==> src/rtl/macro_pkg.sv <==
// Shared types and constants for the compute-in-memory macro sequencer.
package macro_pkg;

    localparam int N_IN_CH    = 32;
    localparam int N_TAP      = 9;
    localparam int N_OUT      = 64;
    localparam int N_PHASE    = 4;
    localparam int MACRO_O_DW = 8;

    // Index of the final chs_ps phase of a vector.
    localparam logic [1:0] LAST_PS = 2'(N_PHASE - 1);

    typedef enum logic [1:0] {
        IDLE  = 2'd0,
        FETCH = 2'd1,
        CONV  = 2'd2,
        HOLD  = 2'd3
    } state_e;

    // One binary activation vector, [channel][tap].
    typedef logic [N_IN_CH-1:0][N_TAP-1:0] act_vec_t;

    // Full macro output at the default word width.
    typedef logic [N_OUT-1:0][MACRO_O_DW-1:0] out_arr_t;

endpackage

==> src/rtl/macro_seq_wait.sv <==
// Loadable down-counter timing the ADC settle window; zero_o marks expiry.
module macro_seq_wait #(
    parameter int W = 4
) (
    input  logic         clk_i,
    input  logic         rst_n_i,
    input  logic         load_i,
    input  logic [W-1:0] load_val_i,
    output logic         zero_o
);

    logic [W-1:0] cnt_q;

    // Load on phase entry, otherwise count down and park at zero.
    always_ff @(posedge clk_i or negedge rst_n_i) begin
        if (!rst_n_i) begin
            cnt_q <= '0;
        end else if (load_i) begin
            cnt_q <= load_val_i;
        end else if (cnt_q != '0) begin
            cnt_q <= cnt_q - W'(1);
        end
    end

    assign zero_o = (cnt_q == '0);

endmodule

==> src/rtl/macro_seq.sv <==
// Sequencer for one compute-in-memory macro: fetches activation vectors,
// steps the macro through its four chs_ps phases and streams each phase's
// outputs downstream with backpressure.
//
// state | meaning
// IDLE  | waiting for start; in_ready low
// FETCH | in_ready high, waiting for the next activation vector
// CONV  | ADC running on phase ps; m_adc pulses on the first cycle
// HOLD  | result presented on out_*, waiting for out_ready
module macro_seq
    import macro_pkg::*;
#(
    parameter int O_DW    = MACRO_O_DW,
    parameter int ADC_LAT = 2,
    parameter int CNT_W   = 16
) (
    input  logic                              clk,
    input  logic                              rstn,
    input  logic                              start,
    input  logic [CNT_W-1:0]                  num_vec,
    output logic                              busy,
    output logic                              done,
    input  logic                              in_valid,
    output logic                              in_ready,
    input  logic [N_IN_CH-1:0][N_TAP-1:0]     in_data,
    output logic                              m_enable,
    output logic                              m_adc,
    output logic [1:0]                        m_chs_ps,
    output logic [N_IN_CH-1:0][N_TAP-1:0]     m_din,
    input  logic [N_OUT-1:0][O_DW-1:0]        m_dout,
    output logic                              out_valid,
    input  logic                              out_ready,
    output logic [1:0]                        out_ps,
    output logic                              out_last,
    output logic [N_OUT-1:0][O_DW-1:0]        out_data
);

    // Counter is reloaded with ADC_LAT-1 so CONV lasts exactly ADC_LAT cycles.
    localparam int         WAIT_W    = 4;
    localparam logic [3:0] WAIT_INIT = 4'(ADC_LAT - 1);

    state_e                     state_q, state_d;
    logic [CNT_W-1:0]           num_vec_q, num_vec_d;
    logic [CNT_W-1:0]           vec_cnt_q, vec_cnt_d;
    logic [1:0]                 ps_q, ps_d;
    act_vec_t                   m_din_q, m_din_d;
    logic                       m_enable_q, m_enable_d;
    logic                       m_adc_q, m_adc_d;
    logic                       out_valid_q, out_valid_d;
    logic [1:0]                 out_ps_q, out_ps_d;
    logic                       out_last_q, out_last_d;
    logic [N_OUT-1:0][O_DW-1:0] out_data_q, out_data_d;
    logic                       done_q, done_d;
    logic                       wait_load;
    logic                       wait_zero;
    logic [CNT_W:0]             vec_nxt;

    // Extra bit keeps the last-vector compare exact at num_vec = 2^CNT_W - 1.
    assign vec_nxt = {1'b0, vec_cnt_q} + (CNT_W+1)'(1);

    macro_seq_wait #(
        .W(WAIT_W)
    ) u_wait (
        .clk_i      (clk),
        .rst_n_i    (rstn),
        .load_i     (wait_load),
        .load_val_i (WAIT_INIT),
        .zero_o     (wait_zero)
    );

    // State and output registers.
    always_ff @(posedge clk or negedge rstn) begin
        if (!rstn) begin
            state_q     <= IDLE;
            num_vec_q   <= '0;
            vec_cnt_q   <= '0;
            ps_q        <= '0;
            m_din_q     <= '0;
            m_enable_q  <= 1'b0;
            m_adc_q     <= 1'b0;
            out_valid_q <= 1'b0;
            out_ps_q    <= '0;
            out_last_q  <= 1'b0;
            out_data_q  <= '0;
            done_q      <= 1'b0;
        end else begin
            state_q     <= state_d;
            num_vec_q   <= num_vec_d;
            vec_cnt_q   <= vec_cnt_d;
            ps_q        <= ps_d;
            m_din_q     <= m_din_d;
            m_enable_q  <= m_enable_d;
            m_adc_q     <= m_adc_d;
            out_valid_q <= out_valid_d;
            out_ps_q    <= out_ps_d;
            out_last_q  <= out_last_d;
            out_data_q  <= out_data_d;
            done_q      <= done_d;
        end
    end

    // Next-state logic; m_adc and done are single-cycle pulses by default.
    always_comb begin
        state_d     = state_q;
        num_vec_d   = num_vec_q;
        vec_cnt_d   = vec_cnt_q;
        ps_d        = ps_q;
        m_din_d     = m_din_q;
        m_enable_d  = m_enable_q;
        m_adc_d     = 1'b0;
        out_valid_d = out_valid_q;
        out_ps_d    = out_ps_q;
        out_last_d  = out_last_q;
        out_data_d  = out_data_q;
        done_d      = 1'b0;
        wait_load   = 1'b0;

        unique case (state_q)
            IDLE: begin
                if (start) begin
                    if (num_vec != '0) begin
                        num_vec_d = num_vec;
                        vec_cnt_d = '0;
                        state_d   = FETCH;
                    end else begin
                        done_d = 1'b1;
                    end
                end
            end
            FETCH: begin
                if (in_valid) begin
                    m_din_d    = in_data;
                    m_enable_d = 1'b1;
                    ps_d       = '0;
                    m_adc_d    = 1'b1;
                    wait_load  = 1'b1;
                    state_d    = CONV;
                end
            end
            CONV: begin
                if (wait_zero) begin
                    out_data_d  = m_dout;
                    out_valid_d = 1'b1;
                    out_ps_d    = ps_q;
                    out_last_d  = (ps_q == LAST_PS) && (vec_nxt == {1'b0, num_vec_q});
                    state_d     = HOLD;
                end
            end
            HOLD: begin
                if (out_ready) begin
                    out_valid_d = 1'b0;
                    if (ps_q != LAST_PS) begin
                        ps_d      = ps_q + 2'd1;
                        m_adc_d   = 1'b1;
                        wait_load = 1'b1;
                        state_d   = CONV;
                    end else if (vec_nxt < {1'b0, num_vec_q}) begin
                        vec_cnt_d  = vec_nxt[CNT_W-1:0];
                        m_enable_d = 1'b0;
                        state_d    = FETCH;
                    end else begin
                        m_enable_d = 1'b0;
                        done_d     = 1'b1;
                        state_d    = IDLE;
                    end
                end
            end
            default: state_d = IDLE;
        endcase
    end

    assign busy      = (state_q != IDLE);
    assign in_ready  = (state_q == FETCH);
    assign done      = done_q;
    assign m_enable  = m_enable_q;
    assign m_adc     = m_adc_q;
    assign m_chs_ps  = ps_q;
    assign m_din     = m_din_q;
    assign out_valid = out_valid_q;
    assign out_ps    = out_ps_q;
    assign out_last  = out_last_q;
    assign out_data  = out_data_q;

endmodule
==> config.mk <==
export PLATFORM = sky130hd
export DESIGN_NAME = macro_seq
export DESIGN_NICKNAME = d
export VERILOG_FILES = /design/src/rtl/macro_pkg.sv /design/src/rtl/macro_seq_wait.sv /design/src/rtl/macro_seq.sv
export SDC_FILE = /design/constraint.sdc
export NUM_CORES = 2
export LEC_CHECK = 0
export ABC_AREA = 1
export BUFFER_PORTS_ARGS = -buffer_cell sky130_fd_sc_hd__buf_2
export CORE_AREA = 8 8 625 627
export CTS_BUF_LIST = sky130_fd_sc_hd__clkbuf_4
export DETAILED_ROUTE_END_ITERATION = 8
export DIE_AREA = 0 0 633 635
export PLACE_DENSITY = 0.35
export SYNTH_ARGS = -nofsm -noshare
export SYNTH_HDL_FRONTEND = slang
export SYNTH_SLANG_ARGS = --single-unit
==> constraint.sdc <==
create_clock -name clk -period 4.3 [get_ports clk]
set_clock_uncertainty 0.05 [all_clocks]
set_input_delay 0 -clock clk [delete_from_list [all_inputs] [get_ports clk]]
set_output_delay 0 -clock clk [all_outputs]
set_load 0.05 [all_outputs]
==> results.cfg, run 1 <==
[synthesis]
yosysTopAreaCell = dfrtp_1
syn_inst = 2120
postSynth.asyncResetShare_pct = 100
yosysWarnings = 0
synth_area_um2 = 32800
synth-edff-count = 0
ys_top_cells_by_area = dfrtp_1 (65%), mux2_2 (26%), nand2_1 (1.3%), mux2_1 (1.2%), buf_6 (0.93%)
synth_top_area_share_pct = 64.7
postSynthAreaPerCell_um2 = 15.5
synth.distinct_cells = 32
synthFlopType = dfrtp_1
syn_nets = 2965
ys_seq_elements = 847
ys_seq_area_share_pct = 64.7

[status]
outcome = did not finish
error = [ERROR RSZ-0060] Max buffer count reached.
flow.stopped_at = clock tree synthesis

[clock_network]
clockBufferDepth = 4
hold_buffers = 1848
cts_buffers = 288
postCtsSetupRepairBufs = 0
cts_resized = 0
clkSinkCount = 847
clockRootBuffer = clkbuf_4
htreeDepth = 5

[floorplanning]
start_util_pct = 8.61
fp.dieH_um = 635
io_pins = 1632
dieWidth_um = 633
num_rows = 227

[placed_design]
hpwl_um = 247000
globalplace.congestion = 0.882
portBuffers = 1631
dpl.cell_count = 8746
[metrics by stage]
step	hold WS [ns]	util [%]	setup slack [ns]	instance area [um^2]
after detailed placement	0.109	12.4	1.30	47100
after global placement	0.0987	12.4	1.24	47100
after floorplan	-0.346	-	1.75	32800
[Yosys cell counts (10+ instances only)]
cell type  instances
buf_2             31
buf_4             25
buf_6             27
dfrtp_1          847
ha_1              24
inv_1             77
mux2_1            34
mux2_2           768
nand2_1          117
nand3_1           30
nand4_1           10
nor2_1            44
o21ai_0           25
[kinds of logic after synthesis]
| logic type | count (synthesis) | share of synthesized area [%] |
|---|---|---|
| buf+inv | 178 | 3.06 |
| xor+xnor | 7 | 0.187 |
| fa+ha+maj | 24 | 0.916 |
| flops | 847 | 64.7 |
| compound gates | 42 | 0.691 |
| simple gates | 220 | 2.92 |
| mux | 802 | 27.6 |
==> run 2: changes to the inputs <==
CORE_AREA = 8 8 627 629   (was 8 8 625 627)
CTS_BUF_LIST = unset   (was sky130_fd_sc_hd__clkbuf_4)
DIE_AREA = 0 0 635 637   (was 0 0 633 635)
PLACE_DENSITY = unset   (was 0.35)
PLACE_DENSITY_LB_ADDON = 0.15   (was unset)
==> run 2 against run 1 <==
  * The run now ends clean
  * Synthesized area unchanged
  * Synthesized cell count did not move
==> results.cfg, run 2 <==
[synthesis]
synthTopCellsByCount = dfrtp_1 (847), mux2_2 (768), nand2_1 (117)
yosysTopAreaCell = dfrtp_1
synth_compound_area_share_pct = 0.691
syn_nets = 2965
ys_seq_area_share_pct = 64.7
ys_seq_elements = 847
synth.area.mux_share_pct = 27.6
synth.distinct_cells = 32
synthFlopType = dfrtp_1
synth-edff-count = 0
synth_most_common_cell = dfrtp_1
syn_inst = 2120
synth_top_family_by_area = multiplexers
synth_fa_ha_area_share_pct = 0.916
yosysWarnings = 0
postSynthAreaPerCell_um2 = 15.5
ys_top_cells_by_area = dfrtp_1 (65%), mux2_2 (26%), nand2_1 (1.3%), mux2_1 (1.2%), buf_6 (0.93%)
synth_top_area_share_pct = 64.7
synth_area_um2 = 32800
synthSimpleGateAreaFrac_pct = 2.92
synth-xor-area-share_pct = 0.187
postSynth.asyncResetShare_pct = 100

[critical_path]
critPathMaxStageDelay_ns = 0.56
critPathRequiredTime_ns = 4.91
critPathMaxFanout = 5
path_cells = ha_1, nand2_1, inv_1, nand2_1, nor2_1, nand3_1, xor2_1, inv_1, ha_1, a21oi_1, nor2_1, nor2_1, nand2_1, nor2_1, nand2_2, nand2_1, a21oi_1, dlygate4sd3_1
critPathTopFamily = simple AND/OR/NAND/NOR gates
critPathSlowestCell = dlygate4sd3_1
worst-setup-path-type = reg2reg
worst-path-buf-inv = 3
crit_arrival_ns = 3.90
end_kind = flip-flop
start_kind = flip-flop

[clock_network]
clockBufferDepth = 4
clockRootBuffer = clkbuf_16
cts_buffers = 135
insertion_delay_ns = 0.78
cts.clk_slew.worst_paths_ns = 0.06
hold_buffers = 1586
clkSinkCount = 847
htreeDepth = 4
postCtsSetupRepairBufs = 0
cts_tree = done
cts_resized = 0

[global_route]
antenna_found_initial = 109
grt_max_degree = 108
grt_pass1_wl_um = 330000
grt_pass1_vias = 34600
grt_overflow = 0
grt_use_total_pct = 11.9

[detailed_routing]
ant_nets = 0
wl_um = 251000
vias = 31000
drt_iter0_markers = 955
post_drt_via_cell_ratio = 2.92
routedWlPerCell_um = 23.6
first_pass_iters = 5
drc = 0

[finish]
syn_to_final_growth_pct = 106
final_nets = 6273
largest_reg_flops = 512
final_cell_mix = buf_2 (1630), dlygate4sd3_1 (1585), dfrtp_1 (847), mux2_2 (768), clkbuf_16 (140)
layout_commonest_cell = buf_2
drive_above_1_share_pct = 48.4
num-fill-cells = 42700

[sta]
min_period_over_period_pct = 76.5
finalHoldViolations = 0
fmax_ghz = 0.304
fin_setup_tns_ns = 0
finalWorstSetupSlack_ns = 1.01
worstMarginPinSlew_ns = 0.905
report.final.setup_viol = 0
drv_slew = 0
rsz0062_at_grt = no
period_needed_ns = 3.29
relSlewSlack_pct = 39.5

[pwr]
leakagePower_nw = 30.3
p_per_area_nw_per_um2 = 826
peakVddDrop_v = 0.000434

[run]
drv_cap = 0

[floorplanning]
num_rows = 228
io_pins = 1632
dieArea_um2 = 404000
dieWidth_um = 635
fp.dieH_um = 637
start_util_pct = 8.54
core_um2 = 384000

[placed_design]
portBuffers = 1631
place_ws_ns = 1.08
hpwl_um = 207000
globalplace.congestion = 0.835

[hold_path]
min_path_type = in2reg

[status]
outcome = finished, final reports clean
run 2: cell counts after synthesis:
No cell type changed its count.
run 2: where the power goes:
part | switching [mW] | internal [mW] | leakage (nW)
sequential | 2.33 | 12.0 | 10.2
clock | 4.47 | 6.94 | 2.18
combinational | 22.4 | 7.71 | 17.9
total | 29.2 | 26.6 | 30.3
run 2: path summary, 6_finish.rpt:
| kind | start | end | slack, ns | depth (start not counted) |
|---|---|---|---|---|
| setup reg to reg | vec_cnt_q[0] | done | 1.01 | 18 |
| hold / removal | m_dout[43] | out_data[43] | 0.06 | 3 |
| hold reg to reg | m_enable | m_enable | 0.43 | 2 |
| min in group asynchronous | rstn | m_din[35] | 0.17 | 3 |
| max in group asynchronous | rstn | out_data[399] | 3.08 | 3 |
| setup / recovery | vec_cnt_q[0] | done | 1.01 | 18 |
run 2: layer usage:
layer,track usage [%],up-vias,part of all wire [%]
met2,23.3,1102,55
li1,-,14000,-
met5,0,-,0.086
met3,4.26,326,7.6
met1,11.9,15500,35
met4,2.88,32,2.7
run 2: cell families (layout without fill, tap and decap cells):
| group | count (synthesis) | after routing |
|---|---|---|
| flops | 847 | 847 |
| mux | 802 | 802 |
| simple gates | 220 | 220 |
| buf+inv | 178 | 3579 |
| compound gates | 42 | 42 |
| fa+ha+maj | 24 | 24 |
| xor+xnor | 7 | 7 |
| other cells | 0 | 49 |
run 2: area by class of cell:
cell class | instances | area [um^2] | share of cell area (%)
Clock buffer | 197 | 4010 | 5.93
Multi-Input combinational cell | 1095 | 10600 | 15.7
Inverter | 81 | 304 | 0.450
Antenna cell | 49 | 123 | 0.181
Tap cell | 5060 | 6330 | 9.37
Sequential cell | 847 | 21200 | 31.4
Timing Repair Buffer | 3268 | 24600 | 36.4
Clock inverter | 33 | 437 | 0.646
run 2: metrics by stage:
stage	instance area (um^2)	hold slack (ns)	util [%]	cells	total power, mW
6_report	67600	0.0562	17.6	10600	55.8
5_1_grt	67600	0.0116	17.6	10600	58.8
4_1_cts	67500	0.000700	17.6	10600	57.8
3_5_place_dp	47100	0.131	12.3	8765	44.4
3_3_place_gp	47100	0.124	12.3	8765	44.4
2_1_floorplan	32800	-0.346	-	2120	33.0
run 2: worst reg2reg max path: stages, from the launching register on:
cell           delay [ns]
dfrtp_1              0.42
ha_1                 0.20
nand2_1              0.08
inv_1                0.09
nand2_1              0.08
nor2_1               0.21
nand3_1              0.13
xor2_1               0.22
inv_1                0.08
ha_1                 0.29
a21oi_1              0.13
nor2_1               0.05
nor2_1               0.09
nand2_1              0.06
nor2_1               0.19
nand2_2              0.11
nand2_1              0.07
a21oi_1              0.06
dlygate4sd3_1        0.56
(Power assumes the default switching activity.)
